`config.mk`:
```
export PLATFORM = sky130hd
export DESIGN_NAME = sram_mem_ctrl_flat
export DESIGN_NICKNAME = d
export VERILOG_FILES = /design/src/rtl/sram_mem_ctrl_if.sv /design/src/rtl/sram_mem_ctrl.sv /design/src/flat_wrapper.sv
export SDC_FILE = /design/constraint.sdc
export NUM_CORES = 1
export LEC_CHECK = 0
export CAP_MARGIN = 20
export CORE_AREA = 4 4 124 126
export CTS_CLUSTER_DIAMETER = 30
export DETAILED_ROUTE_END_ITERATION = 16
export DIE_AREA = 0 0 128 130
export GPL_TIMING_DRIVEN = 0
export PLACE_DENSITY = 0.65
export SYNTH_ARGS = -nofsm -noshare
export SYNTH_HDL_FRONTEND = slang
export SYNTH_SLANG_ARGS = --single-unit
```
`constraint.sdc`:
```
create_clock -name clk -period 1.6 [get_ports clk]
set_input_delay 0.4 -clock clk [delete_from_list [all_inputs] [get_ports clk]]
set_output_delay 0.4 -clock clk [all_outputs]
set_load 0.03 [all_outputs]
```
`src/rtl/sram_mem_ctrl_if.sv`:
```
// rtl/sram_mem_ctrl_if.sv - pipeline and SRAM bus bundle for sram_mem_ctrl
interface sram_mem_ctrl_if #(
  parameter int SRAM_ADDR_W = 18
);
  logic                   mem_read;
  logic                   mem_write;
  logic [31:0]            address;
  logic [31:0]            write_data;
  logic [31:0]            read_data;
  logic                   ready;
  logic                   freeze;
  logic [SRAM_ADDR_W-1:0] sram_addr;
  logic [15:0]            sram_dq_out;
  logic                   sram_dq_oe;
  logic [15:0]            sram_dq_in;
  logic                   sram_we_n;
  logic                   sram_oe_n;

  // Pipeline plus SRAM device side
  modport master (
    output mem_read, mem_write, address, write_data, sram_dq_in,
    input  read_data, ready, freeze, sram_addr, sram_dq_out, sram_dq_oe,
           sram_we_n, sram_oe_n
  );

  // Controller side
  modport slave (
    input  mem_read, mem_write, address, write_data, sram_dq_in,
    output read_data, ready, freeze, sram_addr, sram_dq_out, sram_dq_oe,
           sram_we_n, sram_oe_n
  );
endinterface

```
`src/rtl/sram_mem_ctrl.sv`:
```
// rtl/sram_mem_ctrl.sv - 32-bit word access as two 16-bit SRAM halfwords; SRAM_CTRL_STALL_CNT_EN adds stall_count
module sram_mem_ctrl #(
  parameter int          WAIT_CYCLES = 3,
  parameter int          SRAM_ADDR_W = 18,
  parameter logic [31:0] MEM_BASE    = 32'd1024
) (
  input  logic        clk,
  input  logic        rst,
`ifdef SRAM_CTRL_STALL_CNT_EN
  output logic [31:0] stall_count,
`endif
  sram_mem_ctrl_if.slave bus
);

  localparam int CNT_W = (WAIT_CYCLES > 1) ? $clog2(WAIT_CYCLES) : 1;
  localparam logic [CNT_W-1:0] CNT_LAST = CNT_W'(WAIT_CYCLES - 1);

  typedef enum logic [1:0] {IDLE, LOW, HIGH, DONE} state_t;

  state_t           state_q, state_d;
  logic [CNT_W-1:0] cnt_q, cnt_d;
  logic [31:0]      addr_q, addr_d;
  logic [31:0]      wdata_q, wdata_d;
  logic             op_wr_q, op_wr_d;
  logic [15:0]      rd_lo_q, rd_lo_d;
  logic [31:0]      read_data_q, read_data_d;

  logic             phase_last;
  logic             half;
  logic [31:0]      eff;
  logic             ready_w;
  logic             freeze_w;
  logic             unused_eff;

  // State and latched request registers
  always_ff @(posedge clk) begin
    if (!rst) begin
      state_q     <= IDLE;
      cnt_q       <= '0;
      addr_q      <= '0;
      wdata_q     <= '0;
      op_wr_q     <= 1'b0;
      rd_lo_q     <= '0;
      read_data_q <= '0;
    end else begin
      state_q     <= state_d;
      cnt_q       <= cnt_d;
      addr_q      <= addr_d;
      wdata_q     <= wdata_d;
      op_wr_q     <= op_wr_d;
      rd_lo_q     <= rd_lo_d;
      read_data_q <= read_data_d;
    end
  end

  // Next state: latch in IDLE, hold each half for WAIT_CYCLES, capture read data on the last cycle
  always_comb begin
    state_d     = state_q;
    cnt_d       = cnt_q;
    addr_d      = addr_q;
    wdata_d     = wdata_q;
    op_wr_d     = op_wr_q;
    rd_lo_d     = rd_lo_q;
    read_data_d = read_data_q;
    phase_last  = (cnt_q == CNT_LAST);
    case (state_q)
      IDLE: begin
        if (bus.mem_write || bus.mem_read) begin
          addr_d  = bus.address;
          wdata_d = bus.write_data;
          op_wr_d = bus.mem_write;
          cnt_d   = '0;
          state_d = LOW;
        end
      end
      LOW: begin
        if (phase_last) begin
          if (!op_wr_q) rd_lo_d = bus.sram_dq_in;
          cnt_d   = '0;
          state_d = HIGH;
        end else begin
          cnt_d = cnt_q + CNT_W'(1);
        end
      end
      HIGH: begin
        if (phase_last) begin
          if (!op_wr_q) read_data_d = {bus.sram_dq_in, rd_lo_q};
          cnt_d   = '0;
          state_d = DONE;
        end else begin
          cnt_d = cnt_q + CNT_W'(1);
        end
      end
      DONE:    state_d = IDLE;
      default: state_d = IDLE;
    endcase
  end

  // SRAM bus decoded from state and latched fields; idle outside LOW/HIGH
  always_comb begin
    half            = (state_q == HIGH);
    eff             = addr_q - MEM_BASE;
    bus.sram_addr   = '0;
    bus.sram_dq_out = '0;
    bus.sram_dq_oe  = 1'b0;
    bus.sram_we_n   = 1'b1;
    bus.sram_oe_n   = 1'b1;
    if (state_q == LOW || state_q == HIGH) begin
      bus.sram_addr = {eff[SRAM_ADDR_W:2], half};
      if (op_wr_q) begin
        bus.sram_dq_out = half ? wdata_q[31:16] : wdata_q[15:0];
        bus.sram_dq_oe  = 1'b1;
        bus.sram_we_n   = 1'b0;
      end else begin
        bus.sram_oe_n = 1'b0;
      end
    end
  end

  // Byte-offset bits and bits above the SRAM range play no part in the halfword address
  assign unused_eff    = &{1'b0, eff[31:SRAM_ADDR_W+1], eff[1:0]};

  assign ready_w       = (state_q == DONE);
  assign freeze_w      = (bus.mem_read | bus.mem_write) & ~ready_w;
  assign bus.ready     = ready_w;
  assign bus.freeze    = freeze_w;
  assign bus.read_data = read_data_q;

`ifdef SRAM_CTRL_STALL_CNT_EN
  logic [31:0] stall_cnt_q, stall_cnt_d;

  // Count stalled cycles, sticking at all-ones
  always_comb begin
    stall_cnt_d = stall_cnt_q;
    if (freeze_w && (stall_cnt_q != 32'hFFFF_FFFF)) stall_cnt_d = stall_cnt_q + 32'd1;
  end

  // Stall counter register
  always_ff @(posedge clk) begin
    if (!rst) stall_cnt_q <= '0;
    else      stall_cnt_q <= stall_cnt_d;
  end

  assign stall_count = stall_cnt_q;
`endif

endmodule
```
`src/flat_wrapper.sv`:
```
// flat-port wrapper written by rule: the top's interface ports become plain ports
module sram_mem_ctrl_flat 
#(
  parameter int          WAIT_CYCLES = 3,
  parameter int          SRAM_ADDR_W = 18,
  parameter logic [31:0] MEM_BASE    = 32'd1024
)
  (clk, rst, bus_mem_read, bus_mem_write, bus_address, bus_write_data, bus_sram_dq_in, bus_read_data, bus_ready, bus_freeze, bus_sram_addr, bus_sram_dq_out, bus_sram_dq_oe, bus_sram_we_n, bus_sram_oe_n);
  sram_mem_ctrl_if #(.SRAM_ADDR_W(SRAM_ADDR_W)) bus_i ();
  input  logic clk;
  input  logic rst;
  input wire logic [$bits(bus_i.mem_read)-1:0] bus_mem_read;
  input wire logic [$bits(bus_i.mem_write)-1:0] bus_mem_write;
  input wire logic [$bits(bus_i.address)-1:0] bus_address;
  input wire logic [$bits(bus_i.write_data)-1:0] bus_write_data;
  input wire logic [$bits(bus_i.sram_dq_in)-1:0] bus_sram_dq_in;
  output wire logic [$bits(bus_i.read_data)-1:0] bus_read_data;
  output wire logic [$bits(bus_i.ready)-1:0] bus_ready;
  output wire logic [$bits(bus_i.freeze)-1:0] bus_freeze;
  output wire logic [$bits(bus_i.sram_addr)-1:0] bus_sram_addr;
  output wire logic [$bits(bus_i.sram_dq_out)-1:0] bus_sram_dq_out;
  output wire logic [$bits(bus_i.sram_dq_oe)-1:0] bus_sram_dq_oe;
  output wire logic [$bits(bus_i.sram_we_n)-1:0] bus_sram_we_n;
  output wire logic [$bits(bus_i.sram_oe_n)-1:0] bus_sram_oe_n;
  assign bus_i.mem_read = bus_mem_read;
  assign bus_i.mem_write = bus_mem_write;
  assign bus_i.address = bus_address;
  assign bus_i.write_data = bus_write_data;
  assign bus_i.sram_dq_in = bus_sram_dq_in;
  assign bus_read_data = bus_i.read_data;
  assign bus_ready = bus_i.ready;
  assign bus_freeze = bus_i.freeze;
  assign bus_sram_addr = bus_i.sram_addr;
  assign bus_sram_dq_out = bus_i.sram_dq_out;
  assign bus_sram_dq_oe = bus_i.sram_dq_oe;
  assign bus_sram_we_n = bus_i.sram_we_n;
  assign bus_sram_oe_n = bus_i.sram_oe_n;
  sram_mem_ctrl #(.WAIT_CYCLES(WAIT_CYCLES), .SRAM_ADDR_W(SRAM_ADDR_W), .MEM_BASE(MEM_BASE)) u_core (.clk(clk), .rst(rst), .bus(bus_i));
endmodule
```
==> summary.md, run 1 <==
| Metric | Value |
|---|---|
| MaxCap Viol Count | `0` |
| Sum of buffers and inverters on the critical path | `1` |
| I/O pins | `roughly 160` |
| Failing checks | `negative setup slack` |
| TritonCTS clock tree | `built` |
| Cell with the most instances after synthesis | `nand2_1` |
| Unrepaired setup endpoints after global routing | `true` |
| Top flip-flop cell by instance count after synthesis | `dfxtp_1` |
| Critical Path End Type | `output port` |
| Layout net count | `811` |
| Setup clock skew after layout | `0.0101 ns` |
| Highest fanout seen on the critical path | `4` |
| Share of synthesized flip-flops with an asynchronous set or reset | `0%` |
| Final-report setup violation count | `64` |
| Placement Rows | `between 40 and 50` |
| Placed Cells incl. Taps | `861` |
| Worst Setup Start Kind | `register` |
| Data arrival at the endpoint of the critical path | `roughly 2 ns` |
| First-pass GRT wire length | `22700 um` |
| Horizontal die dimension | `128 um` |
| Final Max Slew Viols | `0` |
| Detail-routed net length per standard cell | `16.0 um` |
| Cell Chain, Critical Path | `or4_4, nor4_4, mux2i_4, buf_6` |
| Reg2reg setup slack | `-0.05 ns` |
| Share of the clock period used by the worst path after layout | `149%` |
| Top cells by area, synth | `dfxtp_1 (47%), nand2_1 (13%), a21boi_0 (9.0%)` |
| Synthesized cell area | `4320 um^2` |
| Reg2Reg Launch Point | `u_core.state_q[0]$_SDFFE_PN0P_` |
| Pre-antenna DRT Iters | `4` |
| Min Clock Period, post-route | `2.38 ns` |
| Synthesized instance count | `roughly 540` |
| Vias in the first global route | `between 4000 and 5000` |
| Max Freq | `420 MHz` |
| Buffer levels on the longest clock path | `2` |
| WP data required | `1.20 ns` |
| Height of the die | `130 um` |
| DR DRC count | `0` |
| Maximum VDD drop | `0.000665 V` |
| Fraction of layout instances using a drive strength above 1 | `between 20% and 30%` |
| Clock latency of the later-clocked register in the worst-skew pair | `0.35 ns` |
| Worst Min Path Start | `u_core.bus.read_data[19]$_SDFFE_PN0P_` |
| Yosys cell types | `34` |
| Critical path start-end classification | `register to output port` |
| Clock edge transition at the registers on the reported setup and hold paths | `0.08 ns` |
| Largest incremental delay on the critical path | `just under 0.6 ns` |
| Number of cells on the worst hold path | `2` |
| Total number of vias | `4396` |
| GRT Resource Usage Total | `between 10% and 20%` |
| CTS H-Tree Depth | `3` |
| Crit path max-delay cell type | `or4_4` |
| Remaining global-route overflow | `0` |
| Portion of the post-synthesis area used by sequential elements | `47.3%` |
| Power Dens Cells | `1360 nW/um^2` |
| Worst Slack Setup Final | `-0.783 ns` |
| Effective utilization at floorplan | `30.2%` |
| Class of the tightest hold or removal check | `register to register` |
| Dpl ws | `-0.939 ns` |
| Area added between synthesis and finish | `69.8%` |
| Number of buffers added on ports | `138` |
| CTS Root Buffer Type | `clkbuf_16` |
| FF-to-FF End | `u_core.bus.read_data[22]$_SDFFE_PN0P_` |
| List of most frequent post-synthesis cells | `nand2_1 (155), dfxtp_1 (102), a21boi_0 (52)` |
| DR vias/cell | `about 4.8` |
| Cell family contributing the most delay on the critical path | `simple AND/OR/NAND/NOR gates` |
| Worst reg2reg path depth | `9` |
| Mean instance size in the synthesized netlist | `8.02 um^2` |
| Cell type contributing the most total cell area after synthesis | `dfxtp_1` |
| Leakage power figure | `2.86 nW` |
| Number of buffers inserted for hold repair after clock tree synthesis | `0` |
| Routed Antenna Nets | `0` |
| EDFF count, synth | `0` |
| Iteration-0 DRC count of the detailed router | `194` |
| Final weighted congestion in routability-driven placement | `slightly above 0.8` |
| Slew at the pin with the worst max-slew slack | `around 0.52 ns` |
| Area share of the largest cell type after synthesis | `between 40% and 50%` |
| Overall Power | `0.0100 W` |
| Overall die area | `approximately 17000 um^2` |
| Core region area | `14300 um^2` |
| Net count after synthesis | `628` |
| Synth Warn # | `0` |
| Initial antenna violation count | `1` |
| Clock net sink count | `102` |
| Endpoint of the worst hold path | `u_core.bus.read_data[19]$_SDFFE_PN0P_` |
| Pin count of the biggest net entering global routing | `20` |
| Outcome | `complete, but fails checks` |
| Count of endpoints failing hold in the final timing report | `0` |
| WL final | `14600 um` |
| Final sum of negative setup slack | `-17.40 ns` |
| Final Instance Count excl. Fillers | `between 900 and 1000` |
| TritonCTS buffer count | `9` |
| Max-slew headroom | `65.5%` |
| Synthesis-stage register bit count | `102` |
| Final HPWL DP | `10100 um` |
==> tightest hold or removal path, stage by stage, from the launching register on <==
cell	delay (ns)
dfxtp_1	0.31
nand2_1	0.05
o21ai_1	0.05
==> cell usage in the layout, fill, tap and decap left out, types with 3 or more instances in the layout <==
cell type,Yosys,layout
nand2_1,155,154
dfxtp_1,102,96
clkdlybuf4s50_1,0,67
buf_6,0,58
a21boi_0,52,50
nand3_1,48,47
o21ai_1,2,33
dlygate4sd2_1,0,32
mux2i_4,0,17
buf_4,0,17
nor2_4,0,16
o21ai_0,48,16
clkbuf_1,31,15
clkbuf_16,0,11
and2_4,0,11
clkbuf_2,0,8
buf_8,0,5
dfxtp_4,0,5
buf_12,0,4
nand2b_1,5,4
inv_6,0,4
inv_1,6,3
xor2_1,3,3
buf_2,9,3
ha_4,0,3
==> flip-flops by register name, summed over array words and instances (netlist names) <==
name                  cells
u_core.bus.read_data     32
u_core.wdata_q           32
u_core.addr_q            17
u_core.rd_lo_q           16
u_core.cnt_q              2
u_core.state_q            2
u_core.op_wr_q            1
==> metrics by stage <==
stage          hold WS [ns]  cell area [um^2]  utilization (%)
2_1_floorplan         0.439              4620                -
3_3_place_gp          0.447              6230             43.5
3_5_place_dp          0.456              6230             43.5
4_1_cts               0.460              7130             49.8
5_1_grt               0.468              7340             51.2
6_report              0.452              7340             51.2
==> logic make-up (layout without fill, tap and decap cells) <==
| logic type | count (synthesis) | count (layout) | synth area share, % |
|---|---|---|---|
| AOI/OAI and AO/OA | 110 | 110 | 16.2 |
| xor gates and xnor gates | 3 | 3 | 0.608 |
| adders and majority gates | 5 | 5 | 1.45 |
| buffers and inverters | 48 | 235 | 4.43 |
| DFF | 102 | 102 | 47.3 |
| muxes | 19 | 19 | 4.40 |
| other | 0 | 1 | 0 |
| and+or+nand+nor | 252 | 253 | 25.6 |
==> worst max path at each step <==
stage          slack [ns]                end                            from  cells past startpoint
2_1_floorplan       -0.31  bus_sram_addr[17]  u_core.addr_q[12]$_SDFFE_PN0P_                      3
3_3_place_gp        -0.91  bus_sram_addr[17]  u_core.addr_q[12]$_SDFFE_PN0P_                      4
3_5_place_dp        -0.94  bus_sram_addr[16]  u_core.addr_q[12]$_SDFFE_PN0P_                      4
4_1_cts             -0.80  bus_sram_addr[15]  u_core.addr_q[12]$_SDFFE_PN0P_                      4
5_1_grt             -0.84  bus_sram_addr[16]  u_core.addr_q[12]$_SDFFE_PN0P_                      4
6_report            -0.78  bus_sram_addr[16]  u_core.addr_q[12]$_SDFFE_PN0P_                      4
==> cell type report <==
cell class	instances	area [um^2]
timing repair buffer	175	1810
inverter	6	31.3
fill	1321	6980
antenna	1	2.50
multi-input combinational	390	2640
tap	184	230
clock buffer	9	225
buffer	38	269
sequential	102	2060
clock inverter	7	62.6
==> layer usage <==
layer / global-route usage [%] / up-vias / part of all wire (%)
met5: 0 / - / 0
met4: 7.49 / 0 / 2.5
met3: 2.82 / 22 / 4.7
met2: 29.2 / 130 / 50
met1: 21.6 / 2079 / 43
li1: - / 2165 / -
==> what timing repair did <==
action	4_1_cts	5_1_grt
setup buffers	21	14
endpoints found under the setup margin	163	138
gates cloned	6	1
pin swaps	8	11
gates resized for setup	400	88
==> power by group <==
group	leakage (nW)	switching, W	internal (W)
registers	0.835	0.000353	0.00289
clock network	0.139	0.00106	0.00109
logic	1.89	0.00229	0.00231
Note: power is estimated with default switching activity, not from simulation.
==> run 2, diff against run 1 <==
Settings changed: CORE_AREA 4 4 124 126 to 4 4 115 106, DIE_AREA 0 0 128 130 to 0 0 119 110, PLACE_DENSITY 0.65 to 0.79.
==> summary.md, run 2 (synthesized netlist as in run 1, its figures left out) <==
| Metric | Value |
|---|---|
| Effective utilization at floorplan | `39.8% (+9.6 points)` |
| Clock net sink count | `102 (unchanged)` |
| Part of the total power dissipated in the clock network | `21.5% (about the same)` |
| Commonest non-fill, non-tap cell in the layout | `nand2_1` |
| Crit path max-delay cell type | `or4_4` |
| Height of the die | `110 um (-15%)` |
| Setup clock skew after layout | `0.00658 ns (-0.00357 ns)` |
| Clock edge transition at the registers on the reported setup and hold paths | `0.08 ns (about the same)` |
| Data arrival at the endpoint of the critical path | `1.97 ns (about the same)` |
| Final Max Slew Viols | `0 (unchanged)` |
| Critical path start-end classification | `register to output port` |
| Iteration-0 DRC count of the detailed router | `371 (+91%)` |
| Highest fanout seen on the critical path | `5 (+1)` |
| Pin count of the biggest net entering global routing | `21 (+5.0%)` |
| First-pass GRT wire length | `23500 um (+3.4%)` |
| Hold_ws | `0.452 ns (-0.000304 ns)` |
| Class of the tightest hold or removal check | `register to register` |
| Fill count | `730 (-45%)` |
| GRT Resource Usage Total | `22.1% (+4.9 points)` |
| Detail-routed net length per standard cell | `18.6 um (+16%)` |
| Fin util | `71.0% (+20 points)` |
| Total number of vias | `4775 (+8.6%)` |
| Most frequent cells in the layout | `nand2_1 (154), dfxtp_1 (96), buf_6 (71)` |
| Area used by multi-input combinational logic | `2830 um^2 (+7.2%)` |
| Largest incremental delay on the critical path | `0.60 ns (+0.02 ns)` |
| Sequential Power Share | `31.9% (-0.6 points)` |
| Clock latency of the later-clocked register in the worst-skew pair | `0.34 ns (about the same)` |
| Layout net count | `826 (+1.8%)` |
| TritonCTS clock tree | `built` |
| FF-to-FF End | `u_core.state_q[1]$_SDFFE_PN0P_` |
| Outcome | `complete, but fails checks` |
| I/O pins | `155 (unchanged)` |
| Reg2reg setup slack | `-0.23 ns (-0.18 ns)` |
| Max-slew headroom | `57.6% (-8.0 points)` |
| Net switching power of the design | `0.00382 W (+3.4%)` |
| Buffer levels on the longest clock path | `2 (unchanged)` |
| Number of buffers inserted for hold repair after clock tree synthesis | `0 (unchanged)` |
| Internal cell power | `0.00640 W (+1.6%)` |
| Slew at the pin with the worst max-slew slack | `0.636 ns (+0.120 ns)` |
| Leakage power figure | `3.01 nW (+5.1%)` |
| Crit. path cell count | `4 (unchanged)` |
| Share of the clock period used by the worst path after layout | `148% (-0.65 points)` |
| Placement Rows | `36 (-18%)` |
| Unrepaired setup endpoints after global routing | `true` |
| DR vias/cell | `5.33 (+11%)` |
| Critical Path End Type | `output port` |
| CTS H-Tree Depth | `3 (unchanged)` |
| Critical Path End | `bus_sram_addr[17]` |
| Power Dens Cells | `1330 nW/um^2 (-2.7%)` |
| Max Freq | `422 MHz (+0.44%)` |
| Core region area | `10900 um^2 (-24%)` |
| DR DRC count | `0 (unchanged)` |
| Maximum VDD drop | `0.000777 V (+17%)` |
| Remaining global-route overflow | `0 (unchanged)` |
| Failing checks | `negative setup slack` |
| Routed Antenna Nets | `0 (unchanged)` |
| CTS Root Buffer Type | `clkbuf_16` |
| MaxCap Viol Count | `0 (unchanged)` |
| Horizontal die dimension | `119 um (-7.0%)` |
| WL final | `16700 um (+14%)` |
| Cell family contributing the most delay on the critical path | `simple AND/OR/NAND/NOR gates` |
| Number of buffers added on ports | `138 (unchanged)` |
| Overall die area | `13100 um^2 (-21%)` |
| Worst Setup Start Kind | `register` |
| Count of endpoints failing hold in the final timing report | `0 (unchanged)` |
| TritonCTS buffer count | `9 (unchanged)` |
| Sum of buffers and inverters on the critical path | `1 (unchanged)` |
| Pre-antenna DRT Iters | `5 (+1)` |
| Vias in the first global route | `4651 (+4.9%)` |
| Worst reg2reg path depth | `9 (unchanged)` |
| Area added between synthesis and finish | `78.4%` |
| Final weighted congestion in routability-driven placement | `0.870 (+5.7%)` |
| Initial antenna violation count | `1 (unchanged)` |
| Fraction of layout instances using a drive strength above 1 | `33.7% (+7.0 points)` |
| Dpl ws | `-0.914 ns (+0.0250 ns)` |
| Final HPWL DP | `9600 um (-5.4%)` |
| Cell Chain, Critical Path | `or4_4, nor4_4, mux2i_4, buf_6` |
| Area taken by flip-flops and latches | `2060 um^2 (-0.12%)` |
| Reg2Reg Launch Point | `u_core.state_q[0]$_SDFFE_PN0P_` |
| Final-report setup violation count | `82 (+28%)` |
| Worst Slack Setup Final | `-0.772 ns (+0.0105 ns)` |
| WP data required | `1.20 ns (about the same)` |
| Combinational power share | `46.7% (+0.7 points)` |
| Proportion of total power due to net switching | `37.4% (+0.40 points)` |
| Start point of the critical path | `u_core.addr_q[13]$_SDFFE_PN0P_` |
| Min Clock Period, post-route | `2.37 ns (-0.0105 ns)` |
==> run 2: cell types whose count changed in the layout (fill, tap and decap cells not counted), sizes merged, moves of 2 or more <==
cell | before | now
dlygate4sd2 | 32 | 34
clkdlybuf4s50 | 67 | 65
clkinv | 1 | 4
inv | 10 | 8
buf | 89 | 102
==> run 2: how the worst min path moves through the flow <==
| stage | from | end | slack, ns | depth (start not counted) |
|---|---|---|---|---|
| after floorplan | u_core.addr_q[2]$_SDFFE_PN0P_ | u_core.addr_q[2]$_SDFFE_PN0P_ | 0.44 | 2 |
| after global placement | u_core.addr_q[3]$_SDFFE_PN0P_ | u_core.addr_q[3]$_SDFFE_PN0P_ | 0.45 | 2 |
| after detailed placement | u_core.addr_q[6]$_SDFFE_PN0P_ | u_core.addr_q[6]$_SDFFE_PN0P_ | 0.45 | 2 |
| after CTS | u_core.bus.read_data[19]$_SDFFE_PN0P_ | u_core.bus.read_data[19]$_SDFFE_PN0P_ | 0.45 | 2 |
| after global routing | u_core.bus.read_data[25]$_SDFFE_PN0P_ | u_core.bus.read_data[25]$_SDFFE_PN0P_ | 0.47 | 2 |
| final | u_core.bus.read_data[6]$_SDFFE_PN0P_ | u_core.bus.read_data[6]$_SDFFE_PN0P_ | 0.45 | 2 |
==> run 2: routing by layer <==
metal	track usage, %	vias to the layer above	routed length (um)
met5	0	-	0
met1	27.4	2265	6670
met4	10.1	0	570
met2	37.4	254	8370
li1	-	2208	-
met3	4.59	48	1060
==> run 2: layout make-up <==
class                      count  share of cell area [%]
buffer                        39                    4.06
antenna                        2                  0.0649
multi-input combinational    391                    36.7
inverter                       6                   0.406
clock buffer                   9                    2.92
tap                          152                    2.47
sequential                   102                    26.7
timing repair buffer         188                    25.7
clock inverter                 7                   0.958
==> run 2: power groups by stage <==
stage	combinational [W]	sequential [W]	clock [W]
after detailed placement	0.00323	0.00322	0
after CTS	0.00425	0.00321	0.00218
after global routing	0.00503	0.00329	0.00231
final	0.00477	0.00326	0.00220
after global placement	0.00317	0.00319	0
after floorplan	0.00225	0.00315	0
==> run 2: timing repair <==
item                       4_1_cts  5_1_grt
gates resized for setup        450      104
pin swaps                       18       25
cloned                           8        1
setup endpoints to repair      145      134
setup buffers                   34       14
==> run 2: through the flow <==
stage	setup TNS, ns	cells	power (W)	area (um^2)
2_1_floorplan	-2.20	539	0.00539	4620
3_3_place_gp	-46.18	829	0.00636	6190
3_5_place_dp	-49.51	829	0.00645	6190
4_1_cts	-20.06	885	0.00964	7300
5_1_grt	-25.96	896	0.0106	7710
6_report	-22.09	896	0.0102	7710
==> run 2: tightest hold or removal path, stage by stage (launching register included) <==
cell and delay (ns):
dfxtp_1 0.31, nand2_1 0.05, o21ai_1 0.05
==> run 3, diff against run 2 <==
Settings changed: CORE_AREA 4 4 115 106 to 4 4 112 104, CTS_BUF_LIST from default to sky130_fd_sc_hd__clkbuf_4 sky130_fd_sc_hd__clkbuf_8, DIE_AREA 0 0 119 110 to 0 0 116 108, GPL_ROUTABILITY_DRIVEN from default to 0, PLACE_DENSITY 0.79 to 0.83, RECOVER_POWER from default to 100.
==> summary.md, run 3 (synthesized netlist as in run 1, its figures left out) <==
| Metric | Value |
|---|---|
| Critical Path End Type | `output port` |
| Data arrival at the endpoint of the critical path | `2.00 ns (+0.03 ns)` |
| Critical path start-end classification | `register to output port` |
| Area added between synthesis and finish | `75.6%` |
| Class of the tightest hold or removal check | `register to register` |
| Net switching power of the design | `0.00374 W (-2.1%)` |
| Overall Power | `0.00994 W (-2.8%)` |
| MaxCap Viol Count | `0 (unchanged)` |
| Iteration-0 DRC count of the detailed router | `327 (-12%)` |
| Clock net sink count | `102 (unchanged)` |
| Min Clock Period, post-route | `2.40 ns (+0.0246 ns)` |
| Proportion of total power due to net switching | `37.6% (+0.25 points)` |
| Pin count of the biggest net entering global routing | `20 (-4.8%)` |
| Max-slew headroom | `57.0% (-0.58 points)` |
| CTS H-Tree Depth | `3 (unchanged)` |
| First-pass GRT wire length | `22300 um (-4.9%)` |
| Highest fanout seen on the critical path | `4 (-1)` |
| Fraction of layout instances using a drive strength above 1 | `33.8% (+0.084 points)` |
| Fin util | `72.0% (+0.96 points)` |
| Final HPWL DP | `9570 um (-0.29%)` |
| Buffer levels on the longest clock path | `2 (unchanged)` |
| Part of the total power dissipated in the clock network | `17.6% (-3.9 points)` |
| TritonCTS clock tree | `built` |
| Core region area | `10500 um^2 (-2.9%)` |
| Worst Slack Setup Final | `-0.797 ns (-0.0246 ns)` |
| Total number of vias | `4813 (+0.80%)` |
| CTS Root Buffer Type | `clkbuf_8` |
| Combinational power share | `50.0% (+3.3 points)` |
| Internal cell power | `0.00620 W (-3.2%)` |
| Overall die area | `12500 um^2 (-4.3%)` |
| Pre-antenna DRT Iters | `5 (unchanged)` |
| GRT Resource Usage Total | `22.4% (+0.30 points)` |
| Setup clock skew after layout | `0.00829 ns (+0.00172 ns)` |
| Number of buffers inserted for hold repair after clock tree synthesis | `0 (unchanged)` |
| Vias in the first global route | `4545 (-2.3%)` |
| Layout net count | `836 (+1.2%)` |
| Clock latency of the later-clocked register in the worst-skew pair | `0.37 ns (+0.03 ns)` |
| Slew at the pin with the worst max-slew slack | `0.645 ns (+0.00870 ns)` |
| Share of the clock period used by the worst path after layout | `150% (+1.5 points)` |
| Sequential Power Share | `32.4% (+0.5 points)` |
| Power Dens Cells | `1310 nW/um^2 (-1.2%)` |
| Max Freq | `417 MHz (-1.0%)` |
| Most frequent cells in the layout | `nand2_1 (154), dfxtp_1 (95), buf_6 (66)` |
| Failing checks | `negative setup slack` |
| Total inserted antenna cells | `0 (-2)` |
| DR DRC count | `0 (unchanged)` |
| Unrepaired setup endpoints after global routing | `true` |
| WP data required | `1.20 ns (about the same)` |
| Worst Setup Start Kind | `register` |
| DR vias/cell | `5.44 (+2.0%)` |
| Final Max Slew Viols | `0 (unchanged)` |
| Detail-routed net length per standard cell | `18.6 um (about the same)` |
| Outcome | `complete, but fails checks` |
| Placement Rows | `36 (unchanged)` |
| Post-layout instance area | `7590 um^2 (-1.6%)` |
| Height of the die | `108 um (-1.8%)` |
| TritonCTS buffer count | `9 (unchanged)` |
| Routed Antenna Nets | `0 (unchanged)` |
| Leakage power figure | `3.02 nW (+0.30%)` |
| Final Instance Count excl. Fillers | `885 (-1.2%)` |
| Maximum VDD drop | `0.00112 V (+44%)` |
| I/O pins | `155 (unchanged)` |
| Dpl cell area | `6170 um^2 (-0.38%)` |
| Final-report setup violation count | `92 (+12%)` |
| Effective utilization at floorplan | `41.0% (+1.2 points)` |
| WL final | `16500 um (-1.2%)` |
| Number of buffers added on ports | `138 (unchanged)` |
| Remaining global-route overflow | `0 (unchanged)` |
| Commonest non-fill, non-tap cell in the layout | `nand2_1` |
| Horizontal die dimension | `116 um (-2.5%)` |
| Placed Cells incl. Taps | `810 (-2.3%)` |
| Clock edge transition at the registers on the reported setup and hold paths | `0.11 ns (+0.03 ns)` |
| Initial antenna violation count | `0 (-1)` |
| Count of endpoints failing hold in the final timing report | `0 (unchanged)` |
## run 3: critical path: stages, from the launching register on
cell	delay (ns)
dfxtp_2	0.34
or4_4	0.58
nor4_4	0.25
mux2i_4	0.30
buf_6	0.15
## run 3: worst paths after layout
check / startpoint / end / slack, ns / cells after the start
min reg2reg: u_core.bus.read_data[5]$_SDFFE_PN0P_ / u_core.bus.read_data[5]$_SDFFE_PN0P_ / 0.45 / 2
max reg2reg: u_core.state_q[0]$_SDFFE_PN0P_ / u_core.bus.read_data[26]$_SDFFE_PN0P_ / -0.51 / 13
max: u_core.addr_q[15]$_SDFFE_PN0P_ / bus_sram_addr[17] / -0.80 / 4
min: u_core.bus.read_data[5]$_SDFFE_PN0P_ / u_core.bus.read_data[5]$_SDFFE_PN0P_ / 0.45 / 2
## run 3: power by group through the flow
stage | logic [W] | clock network [W] | registers (W)
floorplan | 0.00225 | 0 | 0.00315
global placement | 0.00318 | 0 | 0.00318
detailed placement | 0.00327 | 0 | 0.00321
CTS | 0.00422 | 0.00176 | 0.00319
global route | 0.00523 | 0.00187 | 0.00325
finish | 0.00497 | 0.00175 | 0.00322
## run 3: area by class of cell
cell class | instances | area [um^2]
Inverter | 6 | 33.8
Fill cell | 716 | 2950
Multi-Input combinational cell | 391 | 2740
Sequential cell | 102 | 2060
Timing Repair Buffer | 198 | 2060
Clock inverter | 7 | 90.1
Tap cell | 133 | 166
Buffer | 39 | 312
Clock buffer | 9 | 124
## run 3: what timing repair did
| action | 4_1_cts | 5_1_grt |
|---|---|---|
| pin swaps | 11 | 38 |
| gates resized for setup | 437 | 116 |
| endpoints found under the setup margin | 150 | 129 |
| buffers inserted | 28 | 29 |
| cloned | 10 | 1 |
## run 3: metrics by stage
stage | hold slack [ns] | TNS, ns | setup slack [ns]
6_report | 0.455 | -32.54 | -0.797
5_1_grt | 0.478 | -39.41 | -0.863
4_1_cts | 0.457 | -20.01 | -0.884
3_5_place_dp | 0.455 | -53.98 | -0.955
3_3_place_gp | 0.446 | -47.00 | -0.906
2_1_floorplan | 0.439 | -2.20 | -0.306
## run 3: per-layer routing
metal / routed length, um / part of all wire [%] / vias up / global-route usage (%)
li1: - / - / 2223 / -
met2: 8270 / 50 / 250 / 39.1
met4: 676 / 4.1 / 0 / 9.78
met1: 6490 / 39 / 2272 / 26.9
met5: 0 / 0 / - / 0
met3: 1050 / 6.4 / 68 / 4.03
